===== config.mk =====
export PLATFORM = sky130hd
export DESIGN_NAME = decoder
export DESIGN_NICKNAME = d
export VERILOG_FILES = /design/src/rtl/decoder.sv
export SDC_FILE = /design/constraint.sdc
export NUM_CORES = 1
export LEC_CHECK = 0
export BUFFER_PORTS_ARGS = -buffer_cell sky130_fd_sc_hd__clkbuf_2
export CAP_MARGIN = 0
export CORE_AREA = 3 3 151 80
export CTS_CLUSTER_SIZE = 25
export DETAILED_ROUTE_END_ITERATION = 12
export DIE_AREA = 0 0 154 83
export PLACE_DENSITY = 0.63
export SLEW_MARGIN = 20
export SYNTH_ARGS = -nofsm -noshare
export SYNTH_HDL_FRONTEND = slang
export SYNTH_SLANG_ARGS = --single-unit

===== constraint.sdc =====
create_clock -name clk -period 2.4 [get_ports clk]
set_input_delay 0.24 -clock clk [delete_from_list [all_inputs] [get_ports clk]]
set_output_delay 0.24 -clock clk [all_outputs]
set_load 0.03 [all_outputs]

===== src/rtl/decoder.sv =====
// RV32I decode stage: splits fetched instructions into fields and op class,
// holding the result in one registered slot with a valid/ready handoff.
module decoder #(
  parameter bit ALLOW_FENCE = 1'b1
) (
  input  logic        clk,
  input  logic        reset,
  input  logic        fetcher_valid,
  input  logic [31:0] instr,
  input  logic [31:0] fetcher_pc,
  output logic        decoder_ready,
  input  logic        flush,
  input  logic        executor_ready,
  output logic        decoder_valid,
  output logic [31:0] dec_pc,
  output logic [3:0]  dec_op,
  output logic [2:0]  dec_funct3,
  output logic        dec_alt,
  output logic [4:0]  dec_rs1,
  output logic [4:0]  dec_rs2,
  output logic [4:0]  dec_rd,
  output logic [31:0] dec_imm,
  output logic        dec_illegal
);

  typedef enum logic [3:0] {
    OP_ILLEGAL = 4'd0,
    OP_LUI     = 4'd1,
    OP_AUIPC   = 4'd2,
    OP_JAL     = 4'd3,
    OP_JALR    = 4'd4,
    OP_BRANCH  = 4'd5,
    OP_LOAD    = 4'd6,
    OP_STORE   = 4'd7,
    OP_OPIMM   = 4'd8,
    OP_OP      = 4'd9,
    OP_FENCE   = 4'd10,
    OP_SYSTEM  = 4'd11
  } op_e;

  logic [6:0]  opc;
  logic [2:0]  f3;
  logic [6:0]  f7;
  logic        shift;
  logic [31:0] imm_i, imm_s, imm_b, imm_u, imm_j;

  assign opc   = instr[6:0];
  assign f3    = instr[14:12];
  assign f7    = instr[31:25];
  assign shift = (f3 == 3'd1) || (f3 == 3'd5);

  assign imm_i = {{20{instr[31]}}, instr[31:20]};
  assign imm_s = {{20{instr[31]}}, instr[31:25], instr[11:7]};
  assign imm_b = {{19{instr[31]}}, instr[31], instr[7],
                  instr[30:25], instr[11:8], 1'b0};
  assign imm_u = {instr[31:12], 12'b0};
  assign imm_j = {{11{instr[31]}}, instr[31], instr[19:12],
                  instr[20], instr[30:21], 1'b0};

  op_e         op_d;
  logic [2:0]  f3_d;
  logic        alt_d;
  logic [4:0]  rs1_d, rs2_d, rd_d;
  logic [31:0] imm_d;

  always_comb begin
    op_d  = OP_ILLEGAL;
    rs1_d = instr[19:15];
    rs2_d = '0;
    rd_d  = instr[11:7];
    imm_d = '0;
    alt_d = 1'b0;
    f3_d  = f3;
    case (opc)
      7'h37: begin op_d = OP_LUI;   rs1_d = '0; imm_d = imm_u; end
      7'h17: begin op_d = OP_AUIPC; rs1_d = '0; imm_d = imm_u; end
      7'h6f: begin op_d = OP_JAL;   rs1_d = '0; imm_d = imm_j; end
      7'h67: if (f3 == 3'd0) begin
        op_d  = OP_JALR;
        imm_d = imm_i;
      end
      7'h63: if (f3 != 3'd2 && f3 != 3'd3) begin
        op_d  = OP_BRANCH;
        rs2_d = instr[24:20];
        rd_d  = '0;
        imm_d = imm_b;
      end
      7'h03: if (f3 != 3'd3 && f3 < 3'd6) begin
        op_d  = OP_LOAD;
        imm_d = imm_i;
      end
      7'h23: if (f3 <= 3'd2) begin
        op_d  = OP_STORE;
        rs2_d = instr[24:20];
        rd_d  = '0;
        imm_d = imm_s;
      end
      7'h13: if (!shift || f7 == 7'h00 ||
                 (f3 == 3'd5 && f7 == 7'h20)) begin
        op_d  = OP_OPIMM;
        imm_d = imm_i;
        alt_d = shift & instr[30];
      end
      7'h33: if (f7 == 7'h00 || (f7 == 7'h20 &&
                 (f3 == 3'd0 || f3 == 3'd5))) begin
        op_d  = OP_OP;
        rs2_d = instr[24:20];
        alt_d = instr[30];
      end
      7'h0f: if (ALLOW_FENCE) begin
        op_d  = OP_FENCE;
        rd_d  = '0;
        imm_d = imm_i;
      end
      7'h73: if (f3 != 3'd4) begin
        op_d  = OP_SYSTEM;
        imm_d = imm_i;
      end
      default: ;
    endcase
    // Illegal encodings carry no operands, only their PC.
    if (op_d == OP_ILLEGAL) begin
      rs1_d = '0;
      rs2_d = '0;
      rd_d  = '0;
      imm_d = '0;
      alt_d = 1'b0;
      f3_d  = '0;
    end
  end

  logic valid_q, ill_q, alt_q;
  logic [31:0] pc_q, imm_q;
  logic [3:0]  op_q;
  logic [2:0]  f3_q;
  logic [4:0]  rs1_q, rs2_q, rd_q;
  logic        capture, handoff;

  assign decoder_ready = !valid_q || executor_ready;
  assign capture = fetcher_valid && decoder_ready && !flush;
  assign handoff = valid_q && executor_ready;

  always_ff @(posedge clk or posedge reset) begin
    if (reset) begin
      valid_q <= 1'b0;
      pc_q    <= '0;
      op_q    <= '0;
      f3_q    <= '0;
      alt_q   <= 1'b0;
      rs1_q   <= '0;
      rs2_q   <= '0;
      rd_q    <= '0;
      imm_q   <= '0;
      ill_q   <= 1'b0;
    end else if (flush) begin
      valid_q <= 1'b0;
    end else if (capture) begin
      valid_q <= 1'b1;
      pc_q    <= fetcher_pc;
      op_q    <= op_d;
      f3_q    <= f3_d;
      alt_q   <= alt_d;
      rs1_q   <= rs1_d;
      rs2_q   <= rs2_d;
      rd_q    <= rd_d;
      imm_q   <= imm_d;
      ill_q   <= (op_d == OP_ILLEGAL);
    end else if (handoff) begin
      valid_q <= 1'b0;
    end
  end

  assign decoder_valid = valid_q;
  assign dec_pc        = pc_q;
  assign dec_op        = op_q;
  assign dec_funct3    = f3_q;
  assign dec_alt       = alt_q;
  assign dec_rs1       = rs1_q;
  assign dec_rs2       = rs2_q;
  assign dec_rd        = rd_q;
  assign dec_imm       = imm_q;
  assign dec_illegal   = ill_q;

endmodule


==> results.toml <==
[synth]
synth_cells = 421
synth_nets = 490
avgSynthCellArea_um2 = 9.64
yosys.area.top_type = "dfrtp_1"
synth_fa_ha_area_share_pct = 0
async_flop_share_pct = 100
synth_area_mm2 = 0.00406
yosys.area_share.xor_xnor_pct = 0.216
ys_seq_elements = 89
synth_mux_area_share_pct = 0
yosys_warnings = 0
ys_seq_area_share_pct = 54.9
synth_commonest_cells = "142 x nand2_1, 89 x dfrtp_1, 21 x a21oi_1, 21 x o21ai_2"
synth_top_area_share_pct = 54.9
yosysUniqueCellTypes = 52
synth_top_family_by_area = "simple AND/OR/NAND/NOR gates"
synth_compound_area_share_pct = 18.8
synthTopCellsByArea = "dfrtp_1 55%, nand2_1 13%, o21ai_2 4.5%, a21oi_1 2.6%, a32o_1 2.5%"
synth_simple_gate_area_share_pct = 21.8
synthMostInstantiatedCell = "nand2_1"
synth_top_flop_cell = "dfrtp_1"
synth_edf_count = 0

[place]
postPlaceCellArea_mm2 = 0.00504
port_buffers = 158
hpwl_mm = 8.12
routabilityCongestion = 0.870

[setup_path]
cp.depth = 7
path_class = "primary input to flip-flop"
worstPathArrival_ps = 2320
critPathMaxFanout = 26
worst-path-buf-inv = 1
reg2reg_slack_ps = 540
cp.required_ps = 2570
path_cells = "clkbuf_2 -> nand2b_1 -> nor2_1 -> or4_1 -> nand4_4 -> o21ai_4 -> o21ai_0"
setup.worst_path.start_class = "primary input"
r2r_cells = 6
max_stage_delay_ps = 830
endpoint_kind = "flip-flop"
crit_family = "compound AO/OA/AOI/OAI gates"
cpMaxStageDelayCell = "o21ai_4"

[power]
power_density_mw_per_mm2 = 685
ir_drop_mv = 0.400
cellLeakagePower_nw = 2.78
power_mw = 3.67

[floorplanning]
initial_utilization_pct = 37.4
die-height_um = 83
die-area_mm2 = 0.0128
rows = 27
pin_count = 159
core_mm2 = 0.0108
die_x_um = 154

[clock_tree]
clk_pin_slew_ps = 70
cts_tree = "built"
h-tree-depth = 3
clockRootBuffer = "clkbuf_16"
cts_buffer_depth = 2
cts.sink_count = 89
numCtsBuffers = 9
postCtsHoldBufs = 1
post_cts_resized = 0
postCtsSetupBuffers = 0
clock_latency_ps = 330

[routing]
avgViaCountPerCell = 4.93
vias = 3591
drc = 0
drtPass1Iterations = 6
wl_mm = 11.1
post_drt_wl_per_cell_um = 15.3
drt-initial-drc-count = 256
ant_nets = 0

[timing]
setup_viol = 0
relSlewSlack_pct = 31.5
worst_slew_pin_slew_ps = 1020
layout_min_cycle_time_ps = 2150
finalMaxSlewViolations = 0
setup-tns-final_ps = 0
hold_violations = 0
fin_crit_sh_pct = 89.6
hold_ws_ps = 90.7
skew_ps = 6.63
rsz0062_at_grt = "false"
max_freq_mhz = 465

[global_routing]
grt_pass1_vias = 3577
grt_pass1_wl_mm = 18.5
grtUsageTotal_pct = 17.5
gr-total-overflow = 0
antenna_found_initial = 0
grt_max_degree = 86

[status]
status = "finished clean"

[finish]
num-fill-cells = 1072
fin_area_mm2 = 0.00535
synthToLayoutAreaGrowth_pct = 31.8
num_antenna_cells = 0
final_layout_size_suffix_gt1_share_pct = 38.4
final_nets = 648

[worst_hold_path]
hp-class = "primary input to flip-flop"
whs_path_depth = 2

[job]
cap_violations = 0
## routing by layer
metal	up-vias	part of all wire, %	global-route usage, %
li1	1771	-	-
met1	1707	45	23.2
met2	96	48	28.9
met3	17	4.7	4.48
met4	0	1.7	4.49
met5	-	0	0
## layout make-up
class                           count  area, um2  area share (%)
Sequential cell                    89       2230            41.6
Timing Repair Buffer              175        946            17.7
Inverter                            7       30.0           0.561
Tap cell                          145        181            3.39
Multi-Input combinational cell    297       1670            31.2
Clock inverter                      7       70.1            1.31
Clock buffer                        9        225            4.21
## layout by cell type (no fill, tap or decap), drive strengths merged, types with 3 or more instances in the layout
cell type	n
inv	7
or2	3
nor3	4
o21ai	36
a22o	9
nand3	4
a31oi	6
clkbuf	167
nor4	4
buf	16
dfrtp	89
a21oi	21
nand2	142
nor2	13
a32o	10
nand3b	4
or4	3
nand4	3
clkinv	4
nand2b	5
a22oi	5
## final timing paths
path,endpoint,from
worst min register to register,dec_imm[10],dec_imm[10]
worst max register to register,dec_imm[13],decoder_valid
min in group asynchronous,dec_pc[28],reset
worst max-delay path,dec_imm[13],instr[14]
worst min-delay path,decoder_valid,flush
max in group asynchronous,dec_imm[12],reset
## logic make-up (layout without fill, tap and decap cells)
| kind of cell | after synthesis | count (layout) |
|---|---|---|
| buf+inv | 35 | 198 |
| simple gates | 196 | 196 |
| compound gates | 100 | 100 |
| flops | 89 | 89 |
| xor+xnor | 1 | 1 |
## stage by stage
stage               setup WS (ps)  util, %  cells
floorplan                     417        -    421
global placement             15.1     46.5    712
detailed placement          -77.4     46.5    712
CTS                           253     49.3    729
global route                 44.7     49.3    729
finish                        250     49.3    729
## power breakdown
group	total [mW]	switching (mW)	internal (mW)	leakage (nW)
Combinational	0.631	0.442	0.189	1.45
Sequential	1.65	0.0516	1.60	1.18
Clock	1.38	0.578	0.806	0.146
Total	3.67	1.07	2.59	2.78
## registers in the layout, summed over array words and instances, names as in the netlist, 3 cells and up
signal      flops
dec_rs1         5
dec_rs2         5
dec_pc         32
dec_rd          5
dec_funct3      3
dec_imm        32
dec_op          4
## worst reg2reg max path: stages (launching register included)
cell and delay (ps):
dfrtp_1 370, nor2b_1 160, inv_1 80, nand3b_1 160, nor3_2 370, o21ai_4 350
o21ai_0 280
Power figures use the tool's default switching activity.
